### config.mk
export PLATFORM = sky130hd
export DESIGN_NAME = svm_matmul2_ctrl
export DESIGN_NICKNAME = d
export VERILOG_FILES = /design/src/rtl/svm_matmul2_ctrl.sv
export SDC_FILE = /design/constraint.sdc
export NUM_CORES = 1
export LEC_CHECK = 0
export ABC_AREA = 1
export BUFFER_PORTS_ARGS = -buffer_cell sky130_fd_sc_hd__buf_4
export CORE_MARGIN = 4
export CORE_UTILIZATION = 45
export CTS_CLUSTER_DIAMETER = 40
export CTS_CLUSTER_SIZE = 14
export DETAILED_ROUTE_END_ITERATION = 10
export PLACE_DENSITY = 0.78
export SYNTH_ARGS = -nofsm -noshare
export SYNTH_HDL_FRONTEND = slang
export SYNTH_SLANG_ARGS = --single-unit
### constraint.sdc
create_clock -name clk -period 1.5 [get_ports clk]
set_clock_uncertainty 0.1 [all_clocks]
set_input_delay 0.45 -clock clk [delete_from_list [all_inputs] [get_ports clk]]
set_output_delay 0.45 -clock clk [all_outputs]
set_load 0.05 [all_outputs]
### src/rtl/svm_matmul2_ctrl.sv
// ---------------------------------------------------------------------------
// svm_matmul2_ctrl
// Sequencer for the second SVM matrix-multiply stage (support vector x alpha
// accumulate). Once the first-stage kernel vector is valid it sweeps the
// video alphas, idles one cycle so the datapath accumulator can clear, then
// sweeps the audio alphas. It then waits for both datapath completion
// strobes and presents `done` until the downstream stage accepts it.
//
// Ports:
//   clk, rst                  clock, synchronous active-high reset
//   matmul1_valid / _ready    upstream handshake (ready high only in IDLE)
//   v_alpha_addr/a_alpha_addr alpha ROM addresses
//   v/a_alpha_rom_data        alpha ROM read data
//   v_alpha / a_alpha         ROM data passed through to the datapath
//   comp_sidx_delay           support-vector index aligned to the ROM data
//   v/a_alpha_valid           accumulate enables aligned to the ROM data
//   matmul2_v/a_valid         datapath completion strobes
//   done / out_ready          downstream handshake (done is a level)
//   protocol_err              sticky flag for unexpected completion strobes
// ---------------------------------------------------------------------------
module svm_matmul2_ctrl #(
    parameter int NBITS         = 16,
    parameter int VSUP_WIDTH    = 64,
    parameter int ASUP_WIDTH    = 48,
    parameter int SUP_WIDTH     = 64,
    parameter int LOG_SUP_WIDTH = 6,
    parameter int ROM_LATENCY   = 1
) (
    input  logic                     clk,
    input  logic                     rst,
    input  logic                     matmul1_valid,
    output logic                     matmul1_ready,
    output logic [LOG_SUP_WIDTH-1:0] v_alpha_addr,
    output logic [LOG_SUP_WIDTH-1:0] a_alpha_addr,
    input  logic [NBITS-1:0]         v_alpha_rom_data,
    input  logic [NBITS-1:0]         a_alpha_rom_data,
    output logic [NBITS-1:0]         v_alpha,
    output logic [NBITS-1:0]         a_alpha,
    output logic [LOG_SUP_WIDTH-1:0] comp_sidx_delay,
    output logic                     v_alpha_valid,
    output logic                     a_alpha_valid,
    input  logic                     matmul2_v_valid,
    input  logic                     matmul2_a_valid,
    output logic                     done,
    input  logic                     out_ready,
    output logic                     protocol_err
);

    localparam logic [2:0] ST_IDLE     = 3'd0;
    localparam logic [2:0] ST_V_RUN    = 3'd1;
    localparam logic [2:0] ST_GAP      = 3'd2;
    localparam logic [2:0] ST_A_RUN    = 3'd3;
    localparam logic [2:0] ST_DRAIN    = 3'd4;
    localparam logic [2:0] ST_WAIT_OUT = 3'd5;

    // Sweep lengths are clamped to the index space the ROM can address.
    localparam int V_CNT = (VSUP_WIDTH < SUP_WIDTH) ? VSUP_WIDTH : SUP_WIDTH;
    localparam int A_CNT = (ASUP_WIDTH < SUP_WIDTH) ? ASUP_WIDTH : SUP_WIDTH;
    localparam logic [LOG_SUP_WIDTH-1:0] V_LAST = LOG_SUP_WIDTH'(V_CNT - 1);
    localparam logic [LOG_SUP_WIDTH-1:0] A_LAST = LOG_SUP_WIDTH'(A_CNT - 1);
    localparam logic [LOG_SUP_WIDTH-1:0] IDX_ZERO = LOG_SUP_WIDTH'(0);
    localparam logic [LOG_SUP_WIDTH-1:0] IDX_ONE  = LOG_SUP_WIDTH'(1);

    logic [2:0]               state_r;
    logic [2:0]               state_nx_s;
    logic [LOG_SUP_WIDTH-1:0] sidx_r;
    logic [LOG_SUP_WIDTH-1:0] sidx_nx_s;
    logic                     issue_v_s;
    logic                     issue_a_s;
    logic                     accept_s;
    logic                     err_s;
    logic                     v_seen_r;
    logic                     a_seen_r;
    logic                     ready_r;
    logic                     done_r;
    logic                     perr_r;
    logic [LOG_SUP_WIDTH-1:0] v_addr_r;
    logic [LOG_SUP_WIDTH-1:0] a_addr_r;

    // Stage 0 is the issue register; stages 1..ROM_LATENCY match ROM latency.
    logic                     v_pipe_r    [0:ROM_LATENCY];
    logic                     a_pipe_r    [0:ROM_LATENCY];
    logic [LOG_SUP_WIDTH-1:0] sidx_pipe_r [0:ROM_LATENCY];

    assign accept_s = matmul1_valid & ready_r;

    // Next-state, index counter and issue decode.
    always_comb begin
        state_nx_s = state_r;
        sidx_nx_s  = sidx_r;
        issue_v_s  = 1'b0;
        issue_a_s  = 1'b0;
        case (state_r)
            ST_IDLE: begin
                if (accept_s) begin
                    state_nx_s = ST_V_RUN;
                    sidx_nx_s  = IDX_ZERO;
                end else begin
                    state_nx_s = ST_IDLE;
                end
            end
            ST_V_RUN: begin
                issue_v_s = 1'b1;
                if (sidx_r == V_LAST) begin
                    state_nx_s = ST_GAP;
                    sidx_nx_s  = IDX_ZERO;
                end else begin
                    sidx_nx_s  = sidx_r + IDX_ONE;
                end
            end
            ST_GAP: begin
                // One silent cycle lets the datapath accumulator clear.
                state_nx_s = ST_A_RUN;
                sidx_nx_s  = IDX_ZERO;
            end
            ST_A_RUN: begin
                issue_a_s = 1'b1;
                if (sidx_r == A_LAST) begin
                    state_nx_s = ST_DRAIN;
                    sidx_nx_s  = IDX_ZERO;
                end else begin
                    sidx_nx_s  = sidx_r + IDX_ONE;
                end
            end
            ST_DRAIN: begin
                // Count a strobe arriving this very cycle, not only the flags.
                if ((v_seen_r | matmul2_v_valid) && (a_seen_r | matmul2_a_valid)) begin
                    state_nx_s = ST_WAIT_OUT;
                end else begin
                    state_nx_s = ST_DRAIN;
                end
            end
            ST_WAIT_OUT: begin
                if (out_ready) begin
                    state_nx_s = ST_IDLE;
                end else begin
                    state_nx_s = ST_WAIT_OUT;
                end
            end
            default: begin
                state_nx_s = ST_IDLE;
                sidx_nx_s  = IDX_ZERO;
            end
        endcase
    end

    // Completion strobe is unexpected outside a run or when already seen.
    always_comb begin
        err_s = 1'b0;
        if ((state_r == ST_IDLE) || (state_r == ST_GAP) || (state_r == ST_WAIT_OUT)) begin
            err_s = matmul2_v_valid | matmul2_a_valid;
        end else begin
            err_s = (matmul2_v_valid & v_seen_r) | (matmul2_a_valid & a_seen_r);
        end
    end

    // Control state, handshake outputs, completion flags and ROM addresses.
    always_ff @(posedge clk) begin
        if (rst) begin
            state_r  <= ST_IDLE;
            sidx_r   <= IDX_ZERO;
            ready_r  <= 1'b1;
            done_r   <= 1'b0;
            v_seen_r <= 1'b0;
            a_seen_r <= 1'b0;
            perr_r   <= 1'b0;
            v_addr_r <= IDX_ZERO;
            a_addr_r <= IDX_ZERO;
        end else begin
            state_r  <= state_nx_s;
            sidx_r   <= sidx_nx_s;
            ready_r  <= (state_nx_s == ST_IDLE);
            done_r   <= (state_nx_s == ST_WAIT_OUT);
            perr_r   <= perr_r | err_s;
            if (accept_s) begin
                v_seen_r <= 1'b0;
                a_seen_r <= 1'b0;
            end else begin
                v_seen_r <= v_seen_r | matmul2_v_valid;
                a_seen_r <= a_seen_r | matmul2_a_valid;
            end
            v_addr_r <= issue_v_s ? sidx_r : v_addr_r;
            a_addr_r <= issue_a_s ? sidx_r : a_addr_r;
        end
    end

    // Issue register plus ROM-latency delay line for valids and index.
    always_ff @(posedge clk) begin
        if (rst) begin
            for (int i = 0; i <= ROM_LATENCY; i++) begin
                v_pipe_r[i]    <= 1'b0;
                a_pipe_r[i]    <= 1'b0;
                sidx_pipe_r[i] <= IDX_ZERO;
            end
        end else begin
            v_pipe_r[0]    <= issue_v_s;
            a_pipe_r[0]    <= issue_a_s;
            sidx_pipe_r[0] <= (issue_v_s | issue_a_s) ? sidx_r : IDX_ZERO;
            for (int i = 1; i <= ROM_LATENCY; i++) begin
                v_pipe_r[i]    <= v_pipe_r[i-1];
                a_pipe_r[i]    <= a_pipe_r[i-1];
                sidx_pipe_r[i] <= sidx_pipe_r[i-1];
            end
        end
    end

    assign matmul1_ready   = ready_r;
    assign done            = done_r;
    assign protocol_err    = perr_r;
    assign v_alpha_addr    = v_addr_r;
    assign a_alpha_addr    = a_addr_r;
    assign v_alpha         = v_alpha_rom_data;
    assign a_alpha         = a_alpha_rom_data;
    assign v_alpha_valid   = v_pipe_r[ROM_LATENCY];
    assign a_alpha_valid   = a_pipe_r[ROM_LATENCY];
    assign comp_sidx_delay = sidx_pipe_r[ROM_LATENCY];

endmodule

Word-level counts from Yosys, hierarchy flattened
Memory sizes are Yosys's and may differ from the RTL's.
Cells that the tools add are included.
{"block": "word_totals", "mem_bits_rw": 16, "inputBits": 38, "n_memories": 3, "elab_cells": 69, "ff_bits": 26, "out_inout_bits": 55}
{"name": "sidx_pipe_r", "words": 2, "width": 6, "rd": 2, "rd_clocked_by_memory_dff": 0, "wr": 2, "line": "83", "text": "logic [LOG_SUP_WIDTH-1:0] sidx_pipe_r [0:ROM_LATENCY];"}
{"name": "a_pipe_r", "words": 2, "width": 1, "rd": 2, "rd_clocked_by_memory_dff": 0, "wr": 2, "line": "82", "text": "logic a_pipe_r [0:ROM_LATENCY];"}
{"name": "v_pipe_r", "words": 2, "width": 1, "rd": 2, "rd_clocked_by_memory_dff": 0, "wr": 2, "line": "81", "text": "logic v_pipe_r [0:ROM_LATENCY];"}
{"block": "classes", "addsub": 1, "n_reduce_logical": 8, "bitwise": 16, "n_eq_ne": 9, "n_mux": 23}
{"op": "2-to-1 mux 6 bit", "n": 6}
{"op": "one-hot mux 6 bit (4 select lines)", "n": 1}
{"op": "one-hot mux 3 bit (6 select lines)", "n": 1}
{"op": "== test 6 bit (second input constant)", "n": 2}
{"op": "2-to-1 mux 1 bit", "n": 12}
{"op": "OR 1 bit", "n": 12}
{"op": "== test 3 bit (second input constant)", "n": 3}
{"op": "2-to-1 mux 3 bit", "n": 3}
{"op": "adder 6 x 1 -> 6 bit (second input constant)", "n": 1}
{"op": "== test 3 x 2 -> 1 bit (second input constant)", "n": 2}
{"op": "zero test 3 bit", "n": 2}
{"op": "OR reduction 2 bit", "n": 2}
{"op": "bitwise AND 1 bit", "n": 3}
{"op": "== test 3 x 1 -> 1 bit (second input constant)", "n": 1}
{"op": "logical OR 1 bit", "n": 2}
{"op": "!= test 2 bit (second input constant)", "n": 1}
{"op": "AND reduction 2 bit", "n": 1}
{"op": "logical AND 1 bit", "n": 1}
{"op": "inverter 1 bit", "n": 1}

Logic depth before layout (Yosys ltp)
{"block": "logic_depth", "ltp_word": 5, "mapped_depth": 9, "depth_no_buf": 9}

Worst setup path before layout
No wires, ideal clock.
{"block": "synth_timing", "path_type": "register -> register", "from": "register ready_r, in the netlist matmul1_ready", "to": "register sidx_r[3]", "arrival_ns": 1.261, "period_less_slack_ns": 1.430, "stages_incl_launch_ff": 7, "setup_time_ns": 0.070, "required_ns": 1.330, "path_buffers": 0, "slack_ns": 0.070, "path_cell_list": "dfxtp_1 -> nand2_1 -> nand3_1 -> nand2_1 -> o21ai_0 -> nand2_1 -> a21oi_1"}
{"block": "synth_via", "elab_chain_len": 3}
{"item": "from (decl)", "line": "74", "text": "logic ready_r;"}
{"item": "from (signal assigned)", "line": "172", "text": "ready_r <= (state_nx_s == ST_IDLE);"}
{"item": "bitwise AND 1 bit", "line": "85", "text": "assign accept_s = matmul1_valid & ready_r;"}
{"item": "!= test 2 bit (no source line)"}
{"item": "AND reduction 2 bit (no source line)"}
{"item": "to (signal assigned)", "line": "171", "text": "sidx_r <= sidx_nx_s;"}
{"item": "to (decl)", "line": "66", "text": "logic [LOG_SUP_WIDTH-1:0] sidx_r;"}
No other way between the ends.
A chain may end at the register's enable or synchronous reset.

Worst setup path after layout
{"block": "layout_timing", "from": "register v_addr_r[4], in the netlist v_alpha_addr[4]", "to": "output port v_alpha_addr[4]"}
{"item": "from (decl)", "line": "77", "text": "logic [LOG_SUP_WIDTH-1:0] v_addr_r;"}
{"item": "from (signal assigned)", "line": "182", "text": "v_addr_r <= issue_v_s ? sidx_r : v_addr_r;"}
{"item": "to (decl)", "line": "33", "text": "output logic [LOG_SUP_WIDTH-1:0] v_alpha_addr,"}
No word-level cell between the ends.

==> results.tsv <==
stage	metric	value	unit
synthesis	synth_top_flop_cell	dfxtp_1	
power_and_ir_drop	power.density	1120	mW/mm^2
sta	setup_viol	0	
setup_path	critPathMaxStageDelay	0.35	ns
synthesis	synth_area	0.00180	sq mm
setup_path	cp_max_fo	2	
global_routing	grt_pass1_vias	1307	
cells_and_area	fill_cells	371	
clock_network	cts.clk_slew.worst_paths	0.09	ns
clock_network	cts_hold_buf	0	
global_routing	grt_pass1_wl	5.38	mm
clock_network	cts_sinks	42	
floorplanning	core_area	0.00377	sq mm
cells_and_area	final_area	0.00193	sq mm
global_routing	grt.total_usage	13.0	%
route	drc_errors	0	
clock_network	clock_latency	0.30	ns
cells_and_area	mostFrequentLayoutCells	dfxtp_1, buf_4, nor2_1	
worst_hold_path	min_to	sidx_pipe_r[0][6]	
floorplanning	io_pins	93	
sta	fin_crit	1.40	ns
power_and_ir_drop	leakage	0.848	nW
worst_hold_path	min_from	sidx_pipe_r[0][0]	
run	drv_cap	0	
setup_path	path_buf_inv	1	
route	routed_wl	3.07	mm
cells_and_area	mostFrequentLayoutCell	dfxtp_1	
global_routing	overflow	0	
setup_path	crit_path_start_kind	flop	
setup_path	worstPathRequired	0.95	ns
global_routing	grt_max_degree	20	
synthesis	synthesis.nets	268	
cells_and_area	area_growth	7.16	%
sta	slew_headroom	80.6	%
floorplanning	rows	22	
worst_hold_path	hold_path_class	flop to flop	
worst_hold_path	holdPathStages	2	
setup_path	r2r_slack	0.10	ns
setup_path	r2r_cells	8	
synthesis	seq_area_frac_synth	46.7	%
route	ant_nets	0	
clock_network	htreeDepth	2	
setup_path	cp-startpoint	v_alpha_addr[4]	
clock_network	cts_tree	yes	
cells_and_area	drive_gt1_share	24.0	%
setup_path	rr_startpoint	state_r[0]	
placement	port_buffers	28	
route	viasPerCell	4.73	
floorplanning	start_util	47.7	%
clock_network	cts_max_path_buffers	2	
placement	dpl_cell_area	0.00182	sq mm
setup_path	reg2reg_to	sidx_r[1]	
route	routedWlPerCell	11.1	um
route	via_count	1311	
placement	place_congestion	0.887	
route	dr.first_iter.drc_count	140	
sta	fin_crit_sh	93.3	%
synthesis	synth_cells	229	
sta	hold_violations	0	
setup_path	worstPathCellList	buf_4	
sta	slew_violations	0	
synthesis	synth_edf_count	0	
setup_path	crit_family	flip-flops	
sta	max_freq	714	MHz
setup_path	crit_arrival	0.85	ns
sta	tightest_slew	0.291	ns
synthesis	async_reset_ff_share	0	%
cells_and_area	nets	267	
synthesis	syn_area_per_cell	7.86	sq um
floorplanning	dieArea	0.00508	sq mm
power_and_ir_drop	peakVddDrop	0.000559	V
clock_network	clock-root-buffer	clkbuf_8	
floorplanning	die_x	71.3	um
setup_path	cp-end-kind	primary output	
setup_path	crit_type	flop to primary output	
route	drtPass1Iterations	4	
synthesis	ys_seq_elements	42	
synthesis	yosys_warnings	0	
global_routing	antenna_found_initial	0	
power_and_ir_drop	power	2.17	mW
clock_network	numCtsBuffers	5	
floorplanning	die_h	71.3	um
outcome	status	completed	
setup_path	crit_slowest_cell	dfxtp_1	
placement	hpwl	2.26	mm
synthesis	ys_types	24	
cells_and_area	diodes	0	
## flip-flops by register name, indices dropped and copies added (netlist names), 2 cells and up
register	count
sidx_pipe_r	12
a_alpha_addr	6
sidx_r	6
v_alpha_addr	6
state_r	3
a_pipe_r	2
v_pipe_r	2
## worst min-delay path, delay by kind of cell (launching register included)
family / cells / cell delay [ns]
buf+inv: 1 / 0.04
flops: 1 / 0.30
simple gates: 1 / 0.03
## cell usage after synthesis (2+ instances only)
cell type	n	area [sq um]
a21oi_1	19	95.1
buf_2	3	15.0
buf_4	38	285
dfxtp_1	42	841
inv_1	21	78.8
inv_2	2	7.51
nand2_1	31	116
nand3_1	6	30.0
nand3b_1	2	15.0
nor2_1	35	131
o21ai_0	16	80.1
o21ai_1	2	10.0
## where the power goes
group | internal [mW] | switching (mW) | total (mW)
registers | 1.15 | 0.0204 | 1.17
logic | 0.0863 | 0.174 | 0.260
clock network | 0.335 | 0.403 | 0.739
total | 1.57 | 0.598 | 2.17
## layout make-up
class / instances / area [sq um] / share of cell area, %
flip-flops and latches: 42 / 843 / 43.7
multi-input cells: 121 / 583 / 30.2
repair buffers: 35 / 263 / 13.6
inverters: 23 / 86.3 / 4.47
clock buffers: 5 / 68.8 / 3.57
well taps: 48 / 60.1 / 3.11
clock inverters: 3 / 25.0 / 1.30
## layer usage
layer | wire length [um] | track usage (%) | vias to the layer above
met4 | 38 | 7.10 | 0
met3 | 218 | 4.21 | 6
met1 | 1410 | 16.2 | 586
li1 | - | - | 686
met2 | 1400 | 20.0 | 33
met5 | 0 | 0 | -
## cell families (layout without fill, tap and decap cells)
group | after synthesis | count (layout) | share of synthesized area (%)
simple gates | 78 | 78 | 18.1
xor+xnor | 1 | 1 | 0.487
flops | 42 | 42 | 46.7
compound gates | 41 | 41 | 12.1
fa+ha+maj | 1 | 1 | 0.695
buf+inv | 66 | 66 | 21.9
## metrics by stage
step | std cells | setup WS (ns) | TNS (ns) | utilization, % | hold WS [ns]
5_1_grt | 277 | -0.00336 | -0.00336 | 51.2 | 0.317
4_1_cts | 277 | 0.0676 | 0 | 50.6 | 0.298
3_3_place_gp | 269 | 0.0893 | 0 | 48.1 | 0.290
2_1_floorplan | 229 | 0.0696 | 0 | - | 0.288
3_5_place_dp | 269 | 0.0741 | 0 | 48.1 | 0.293
6_report | 277 | 0.100 | 0 | 51.2 | 0.294
## worst max-delay path by stage
stage,end,slack (ns),cells past startpoint
2_1_floorplan,sidx_r[3],0.07,6
3_3_place_gp,matmul1_ready,0.09,7
3_5_place_dp,sidx_r[1],0.07,8
4_1_cts,sidx_r[1],0.07,8
5_1_grt,sidx_r[1],-0.003,8
6_report,v_alpha_addr[4],0.10,1
## timing repair
| action | in CTS | in global routing |
|---|---|---|
| buffers inserted | 0 | 0 |
| resized for setup | 0 | 7 |
| endpoints found under the setup margin | 0 | 6 |
(Power assumes the default switching activity.)
